File: src/rtl/mandel_result_collector_pkg.sv
// Shared constants for the Mandelbrot load balancer, used on both the dispatch and return sides.
// The one-hot/binary helper is shared so both directions of the lane index agree.
package mandel_result_collector_pkg;

    localparam int N_SOLVERS   = 4;
    localparam int ADDR_W      = 19;
    localparam int ITER_W      = 10;
    localparam int PIXELS      = 307200;
    localparam int SRC_W       = $clog2(N_SOLVERS);

    // Widest supported lane count; narrower users zero-extend into the helper.
    localparam int MAX_SOLVERS = 16;
    localparam int MAX_SRC_W   = $clog2(MAX_SOLVERS);

    function automatic logic [MAX_SRC_W-1:0] onehot_to_bin(input logic [MAX_SOLVERS-1:0] oh);
        logic [MAX_SRC_W-1:0] bin;
        bin = '0;
        for (int i = 0; i < MAX_SOLVERS; i++) begin
            if (oh[i]) begin
                bin = bin | MAX_SRC_W'(i);
            end
        end
        return bin;
    endfunction

endpackage

File: src/rtl/mandel_result_collector_rr_arbiter.sv
// Round-robin arbiter: first requester at or after the pointer wins, with wrap-around.
// The grant is gated by the enable; the binary index is always of the raw winner.
module rr_arbiter
    import mandel_result_collector_pkg::*;
#(
    parameter int N     = N_SOLVERS,
    parameter int IDX_W = $clog2(N)
) (
    input  logic [N-1:0]     req_i,
    input  logic [IDX_W-1:0] ptr_i,
    input  logic             en_i,
    output logic [N-1:0]     gnt_o,
    output logic [IDX_W-1:0] idx_o
);

    logic [N-1:0]     pick;
    logic [IDX_W-1:0] lane;
    logic             found;

    // N is a power of two, so the IDX_W-bit sum wraps exactly at N.
    always_comb begin
        pick  = '0;
        lane  = '0;
        found = 1'b0;
        for (int i = 0; i < N; i++) begin
            lane = ptr_i + IDX_W'(i);
            if (!found && req_i[lane]) begin
                pick[lane] = 1'b1;
                found      = 1'b1;
            end
        end
    end

    assign gnt_o = pick & {N{en_i}};
    assign idx_o = IDX_W'(onehot_to_bin(MAX_SOLVERS'(pick)));

endmodule

File: src/rtl/mandel_result_collector.sv
// Return path of the Mandelbrot load balancer: arbitrates solver results into a single
// registered valid/ready stream for the pixel writer and counts pixels per frame.
module mandel_result_collector #(
    parameter int N_SOLVERS = mandel_result_collector_pkg::N_SOLVERS,
    parameter int ADDR_W    = mandel_result_collector_pkg::ADDR_W,
    parameter int ITER_W    = mandel_result_collector_pkg::ITER_W,
    parameter int PIXELS    = mandel_result_collector_pkg::PIXELS
) (
    input  logic                            clk,
    input  logic                            reset,
    input  logic                            frame_start,
    input  logic [N_SOLVERS-1:0]            done_req,
    input  logic [N_SOLVERS*ADDR_W-1:0]     done_addr,
    input  logic [N_SOLVERS*ITER_W-1:0]     done_iter,
    output logic [N_SOLVERS-1:0]            done_ack,
    output logic                            out_valid,
    input  logic                            out_ready,
    output logic [ADDR_W-1:0]               out_addr,
    output logic [ITER_W-1:0]               out_iter,
    output logic [$clog2(N_SOLVERS)-1:0]    out_src,
    output logic [$clog2(PIXELS+1)-1:0]     pix_count,
    output logic                            frame_done
);

    localparam int SRC_W = $clog2(N_SOLVERS);
    localparam int CNT_W = $clog2(PIXELS + 1);
    localparam logic [CNT_W-1:0] PIX_MAX = CNT_W'(PIXELS);

    logic                 load;
    logic                 xfer;
    logic [N_SOLVERS-1:0] gnt;
    logic [SRC_W-1:0]     win;

    logic                 valid_q, valid_d;
    logic [ADDR_W-1:0]    addr_q,  addr_d;
    logic [ITER_W-1:0]    iter_q,  iter_d;
    logic [SRC_W-1:0]     src_q,   src_d;
    logic [SRC_W-1:0]     ptr_q,   ptr_d;
    logic [CNT_W-1:0]     cnt_q,   cnt_d;
    logic                 fdone_q, fdone_d;

    assign load = (|done_req) && (!valid_q || out_ready);
    assign xfer = valid_q && out_ready;

    // Reset gates the enable so no solver sees an ack it would act on while we are held.
    rr_arbiter #(
        .N     (N_SOLVERS),
        .IDX_W (SRC_W)
    ) u_arb (
        .req_i (done_req),
        .ptr_i (ptr_q),
        .en_i  (load && reset),
        .gnt_o (gnt),
        .idx_o (win)
    );

    assign done_ack = gnt;

    always_comb begin
        valid_d = valid_q;
        addr_d  = addr_q;
        iter_d  = iter_q;
        src_d   = src_q;
        ptr_d   = ptr_q;
        if (load) begin
            valid_d = 1'b1;
            addr_d  = done_addr[int'(win)*ADDR_W +: ADDR_W];
            iter_d  = done_iter[int'(win)*ITER_W +: ITER_W];
            src_d   = win;
            ptr_d   = win + SRC_W'(1);
        end else if (xfer) begin
            valid_d = 1'b0;
        end
    end

    // A transfer coincident with frame_start belongs to the new frame.
    always_comb begin
        cnt_d   = cnt_q;
        fdone_d = fdone_q;
        if (frame_start) begin
            cnt_d   = xfer ? CNT_W'(1) : '0;
            fdone_d = xfer && (PIXELS == 1);
        end else if (xfer && (cnt_q != PIX_MAX)) begin
            cnt_d   = cnt_q + CNT_W'(1);
            fdone_d = (cnt_d == PIX_MAX);
        end
    end

    always_ff @(posedge clk or negedge reset) begin
        if (!reset) begin
            valid_q <= 1'b0;
            addr_q  <= '0;
            iter_q  <= '0;
            src_q   <= '0;
            ptr_q   <= '0;
            cnt_q   <= '0;
            fdone_q <= 1'b0;
        end else begin
            valid_q <= valid_d;
            addr_q  <= addr_d;
            iter_q  <= iter_d;
            src_q   <= src_d;
            ptr_q   <= ptr_d;
            cnt_q   <= cnt_d;
            fdone_q <= fdone_d;
        end
    end

    assign out_valid  = valid_q;
    assign out_addr   = addr_q;
    assign out_iter   = iter_q;
    assign out_src    = src_q;
    assign pix_count  = cnt_q;
    assign frame_done = fdone_q;

endmodule
File: config.mk
export PLATFORM = sky130hd
export DESIGN_NAME = mandel_result_collector
export DESIGN_NICKNAME = d
export VERILOG_FILES = /design/src/rtl/mandel_result_collector_pkg.sv /design/src/rtl/mandel_result_collector_rr_arbiter.sv /design/src/rtl/mandel_result_collector.sv
export SDC_FILE = /design/constraint.sdc
export NUM_CORES = 1
export LEC_CHECK = 0
export ABC_CLOCK_PERIOD_IN_PS = 4400
export CAP_MARGIN = 25
export CELL_PAD_IN_SITES_DETAIL_PLACEMENT = 1
export CELL_PAD_IN_SITES_GLOBAL_PLACEMENT = 2
export CORE_MARGIN = 3
export CORE_UTILIZATION = 24
export DETAILED_ROUTE_END_ITERATION = 6
export GPL_ROUTABILITY_DRIVEN = 0
export GPL_TIMING_DRIVEN = 0
export PLACE_DENSITY = 0.78
export RECOVER_POWER = 100
export SLEW_MARGIN = 0
export SYNTH_ARGS = -nofsm -noshare
export SYNTH_HDL_FRONTEND = slang
export SYNTH_HIERARCHICAL = 1
export SYNTH_SLANG_ARGS = --single-unit
File: constraint.sdc
create_clock -name clk -period 4.4 [get_ports clk]
set_input_delay 0.88 -clock clk [delete_from_list [all_inputs] [get_ports clk]]
set_output_delay 0.88 -clock clk [all_outputs]
set_load 0.1 [all_outputs]
==> impl.org <==
** Outcome
- Run status :: finished, violations left
- Failing checks :: capacitance limit, slew limit

** Clock network
- Skew-Pair Late Insertion Delay :: 0.31 ns
- Clock tree synthesis inserted a total of 5 buffers.
- CTS placed an instance of sky130_fd_sc_hd__clkbuf_16 at the clock tree root.
- Maximum clock insertion buffer count :: 2
- Clock tree from TritonCTS :: built
- The clock net in this run drives a total of 54 sinks.
- The number of hold buffers added after CTS was 0.
- Clock edge transition at the registers on the reported setup and hold paths :: around 0.070 ns
- Count of H-tree levels built during CTS :: 2

** Floorplanning
- The die covers 16,800 sq um.
- Pin placement for this block handled between 150 and 200 I/O pins.
- For this configuration, the core starts out at a cell density of 24.8%.
- Vertical die dimension :: 130 um
- From left edge to right edge, the die measures 130 um.
- The floorplan has 44 rows.
- Core area :: 14,800 sq um

** Timing
- Setup repair after global routing missed its margin :: no
- Setup violations remaining at the end of the flow were counted as 0.
- The count of final hold-check violations was 0.
- The worst path in the final design needs a cycle of approximately 4.1 ns, including I/O delays and setup.
- The worst pin sits at a relative slew slack of -0.706%.
- Derived from the worst setup path, the maximum achievable clock frequency is 243 MHz.
- Count of pins over their slew limit :: 29
- Share of the cycle needed by the critical path after routing :: 93.6%
- Worst slew pin tran :: 1.51 ns
- On the final layout, the worst clock skew is 0.0116 ns.

** Layout
- The area growth from synthesis to layout is 59.1%.
- Measured on the finished design, the core utilization comes to between 30% and 40%.
- Nets :: 631
- Summing all multi-input logic gate instances after layout gives 2160 sq um.
- 0 antenna diodes ended up in the layout.
- The post-route netlist has approximately a fifth of its cells at a drive strength greater than 1.
- Area of all sequential standard cells :: 1350 sq um
- Post-layout instance count excluding filler cells :: 684
- The layout has around 1,600 filler cells.

** Power and ir drop
- Static leakage power :: 2.33 nW
- Share of power burned in combinational logic :: 73.7%
- Internal power comes to between 2 and 2.5 mW.
- In this run switching power makes up 52.4% of total power.
- Per report_power, the clock group accounts for 9.3% of the total.
- Flop pwr share :: 17.0%
- In this run the power spent charging and discharging nets is between 2 and 2.5 mW.
- Power comes to 4.53 mW.
- PwrDens :: between 700 and 800 nW/um^2
- Maximum VDD drop :: 0.000414 V

** Detailed routing
- Wires add up to 12,500 um.
- First-pass iteration count of the detailed router :: 4
- DRT iter0 DRCs :: 98
- After detailed routing, the number of remaining DRC violations is 0.
- Vias post-DR :: 3,338
- Vias per std cell :: 4.88
- Routed wire length per instance :: approximately 18 um
- In this run the remaining antenna-violating nets after routing total 0.

** Yosys
- Of the total synthesized cell area, the portion taken by full adders, half adders and majority gates is 2.73%.
- After Yosys synthesis, XOR and XNOR cells account for under 10% of the synthesized area.
- In the synthesized netlist the async set-or-reset flop fraction comes to 100%.
- Share of synthesized area spent on multiplexers :: 30.8%
- Sequential cells were found to cover a little under two fifths of the synthesized design area.
- Seq cells post-synth :: 54
- Net count after synthesis :: 444
- Summing the areas of all compound-gate instances in the mapped netlist gives 5.53% of the synthesized area.
- Summing every instance area after synthesis gives 3660 sq um.
- Flip-flop cell with the highest count after synthesis :: sky130_fd_sc_hd__dfrtp_1
- Area share of and/or/nand/nor cells after synthesis :: 15.6%
- Post-synth EDFFs :: 0
- Mapped Avg Cell Area :: 11.7 sq um
- Number of unique standard cell types used by synthesis :: 48
- Synthesis produced roughly 310 cells.
- The Yosys step of the flow raised 6 warnings.
- By area, the combinational part of the netlist is dominated by multiplexers.

** Setup path
- For the worst setup path, the data arrival time is 3.24 ns.
- STA classifies the critical path endpoint as a primary output.
- Worst-path cell with the longest stage delay :: sky130_fd_sc_hd__clkdlybuf4s15_2
- Data on the critical path is required at its endpoint by 3.52 ns.
- Setup Crit Path Kind :: input pin to primary output
- On the worst path, the slowest cell contributes a delay of ~0.57 ns.
- The cell that appears most often on the critical path is sky130_fd_sc_hd__inv_1.
- Startpoint kind of the worst setup timing path :: input pin
- Of all nets on the critical path, the largest fanout is 10.
- Critical-path cell list :: clkdlybuf4s50_1, inv_1, a21oi_2, buf_2, and2_0, inv_1, nor2_1, clkdlybuf4s15_2

** Global routing
- Initial antenna violation count :: 0
- Via count of the first global-routing pass :: 3,730
- Largest net degree at the start of global routing :: 29
- The first global-routing pass estimated approximately 20,000 um of wire.
- For this run the aggregate overflow at the end of global routing stands at 0.
- Global routing used 15.3% of the available tracks across all layers.

** Hold path
- Class of the tightest hold or removal check :: register to register

** Place
- DP Cell Count :: 676
- Detailed placement finished with a half-perimeter wire length of 10,300 um.
- Port-buffer cells :: 179

** Flow run
- Max-cap violations in this run came to 1.
## synthesized netlist by cell type, types with 2 or more instances
| library cell | number | area, sq um |
|---|---|---|
| sky130_fd_sc_hd__a211o_1 | 3 | 26.3 |
| sky130_fd_sc_hd__a211oi_1 | 3 | 22.5 |
| sky130_fd_sc_hd__a21oi_1 | 12 | 60.1 |
| sky130_fd_sc_hd__and2_1 | 3 | 18.8 |
| sky130_fd_sc_hd__buf_2 | 12 | 60.1 |
| sky130_fd_sc_hd__buf_6 | 2 | 22.5 |
| sky130_fd_sc_hd__clkbuf_1 | 7 | 26.3 |
| sky130_fd_sc_hd__dfrtp_1 | 54 | 1350 |
| sky130_fd_sc_hd__ha_1 | 8 | 100 |
| sky130_fd_sc_hd__inv_1 | 10 | 37.5 |
| sky130_fd_sc_hd__mux2_2 | 32 | 360 |
| sky130_fd_sc_hd__mux2i_1 | 2 | 20.0 |
| sky130_fd_sc_hd__mux4_2 | 32 | 721 |
| sky130_fd_sc_hd__nand2_1 | 20 | 75.1 |
| sky130_fd_sc_hd__nand3_1 | 10 | 50.1 |
| sky130_fd_sc_hd__nand3b_1 | 4 | 30.0 |
| sky130_fd_sc_hd__nand4_1 | 7 | 43.8 |
| sky130_fd_sc_hd__nor2_1 | 24 | 90.1 |
| sky130_fd_sc_hd__nor2b_1 | 3 | 18.8 |
| sky130_fd_sc_hd__nor3_1 | 5 | 25.0 |
| sky130_fd_sc_hd__nor3b_1 | 4 | 30.0 |
| sky130_fd_sc_hd__nor4_1 | 5 | 31.3 |
| sky130_fd_sc_hd__nor4_2 | 2 | 25.0 |
| sky130_fd_sc_hd__o21ai_0 | 5 | 25.0 |
| sky130_fd_sc_hd__or3_1 | 2 | 12.5 |
| sky130_fd_sc_hd__or3_2 | 2 | 15.0 |
| sky130_fd_sc_hd__xnor2_1 | 8 | 70.1 |
| sky130_fd_sc_hd__xor2_1 | 11 | 96.3 |
## layout make-up
type,instances,share of cell area [%]
clock buffers,5,2.15
repair buffers,180,30.8
multi-input cells,227,37.0
inverters,10,0.644
well taps,184,3.95
plain buffers,21,1.87
clock inverters,3,0.451
flip-flops and latches,54,23.2
## registers in the layout, indices dropped and copies added (netlist names)
register    count
out_iter       10
ptr_q           2
out_addr       19
frame_done      1
out_valid       1
pix_count      19
out_src         2
## final timing paths
| path | end | slack, ns | cells past startpoint | startpoint |
|---|---|---|---|---|
| setup / recovery | done_ack[1] | 0.28 | 8 | out_ready |
| hold / removal | out_addr[12]$_DFFE_PN0P_ | 0.50 | 1 | out_addr[12]$_DFFE_PN0P_ |
| setup reg to reg | out_addr[7]$_DFFE_PN0P_ | 0.77 | 10 | ptr_q[0]$_DFFE_PN0P_ |
| hold reg to reg | out_addr[12]$_DFFE_PN0P_ | 0.50 | 1 | out_addr[12]$_DFFE_PN0P_ |
| max in group asynchronous | out_iter[5]$_DFFE_PN0P_ | 1.95 | 2 | reset |
| min in group asynchronous | pix_count[6]$_DFFE_PN0P_ | 0.62 | 1 | reset |
## kinds of logic after synthesis
| family | Yosys count |
|---|---|
| xor gates and xnor gates | 19 |
| muxes | 67 |
| AOI/OAI and AO/OA | 31 |
| adders and majority gates | 8 |
| buffers and inverters | 31 |
| and+or+nand+nor | 102 |
| DFF | 54 |
## power groups by stage
stage | Sequential (mW) | Clock (mW) | Combinational [mW]
2_1_floorplan | 1.86 | 0 | 1.53
3_3_place_gp | 0.778 | 0 | 3.41
5_1_grt | 0.794 | 0.463 | 3.54
3_5_place_dp | 0.787 | 0 | 3.45
4_1_cts | 0.781 | 0.444 | 3.45
6_report | 0.770 | 0.420 | 3.34
## worst max-delay path, delay by kind of cell
| kind | cells | cell delay [ns] |
|---|---|---|
| AOI/OAI and AO/OA | 1 | 0.40 |
| and+or+nand+nor | 2 | 0.32 |
| buffers and inverters | 5 | 1.63 |
## metal layers
layer,vias to the layer above,track usage (%),part of all wire [%]
met5,-,0,0
met4,0,2.93,0.81
met3,6,5.56,7.8
met2,124,27.8,52
met1,1665,17.2,39
li1,1543,-,-
## through the flow
stage	setup TNS (ns)	hold WS [ns]	cell area [sq um]	worst slack (ns)
3_5_place_dp	-2.36	0.496	5700	-0.629
5_1_grt	0	0.526	5830	0.0220
6_report	0	0.503	5830	0.282
2_1_floorplan	0	0.584	3660	0.376
4_1_cts	0	0.513	5860	0.242
3_3_place_gp	-5.96	0.489	5690	-1.53
## repair_timing
action / 4_1_cts / 5_1_grt
endpoints found under the setup margin: 4 / 0
resized for setup: 13 / 0
buffers inserted: 0 / 0
## cell usage in the layout (no fill, tap or decap), types with 2 or more instances in the layout
master,instances
sky130_fd_sc_hd__inv_6,2
sky130_fd_sc_hd__inv_1,10
sky130_fd_sc_hd__mux4_2,32
sky130_fd_sc_hd__nand2_1,20
sky130_fd_sc_hd__xor2_1,11
sky130_fd_sc_hd__nand4_1,7
sky130_fd_sc_hd__clkbuf_1,8
sky130_fd_sc_hd__mux2_2,32
sky130_fd_sc_hd__nor3_1,5
sky130_fd_sc_hd__buf_2,11
sky130_fd_sc_hd__dlygate4sd3_1,53
sky130_fd_sc_hd__nand3_1,10
sky130_fd_sc_hd__or3_1,2
sky130_fd_sc_hd__a211oi_1,3
sky130_fd_sc_hd__a211o_1,3
sky130_fd_sc_hd__or3_2,2
sky130_fd_sc_hd__ha_1,8
sky130_fd_sc_hd__clkdlybuf4s50_1,121
sky130_fd_sc_hd__mux2i_1,2
sky130_fd_sc_hd__nor3b_1,4
sky130_fd_sc_hd__dfrtp_1,54
sky130_fd_sc_hd__a21oi_1,11
sky130_fd_sc_hd__o21ai_0,6
sky130_fd_sc_hd__clkdlybuf4s15_2,4
sky130_fd_sc_hd__and4_1,2
sky130_fd_sc_hd__xnor2_1,8
sky130_fd_sc_hd__nor4_1,7
sky130_fd_sc_hd__nor2b_1,3
sky130_fd_sc_hd__a21oi_2,2
sky130_fd_sc_hd__and2_1,2
sky130_fd_sc_hd__clkbuf_16,5
sky130_fd_sc_hd__nand3b_1,4
sky130_fd_sc_hd__nor2_1,24
sky130_fd_sc_hd__buf_6,2
sky130_fd_sc_hd__clkbuf_2,2
(Power assumes the default switching activity.)
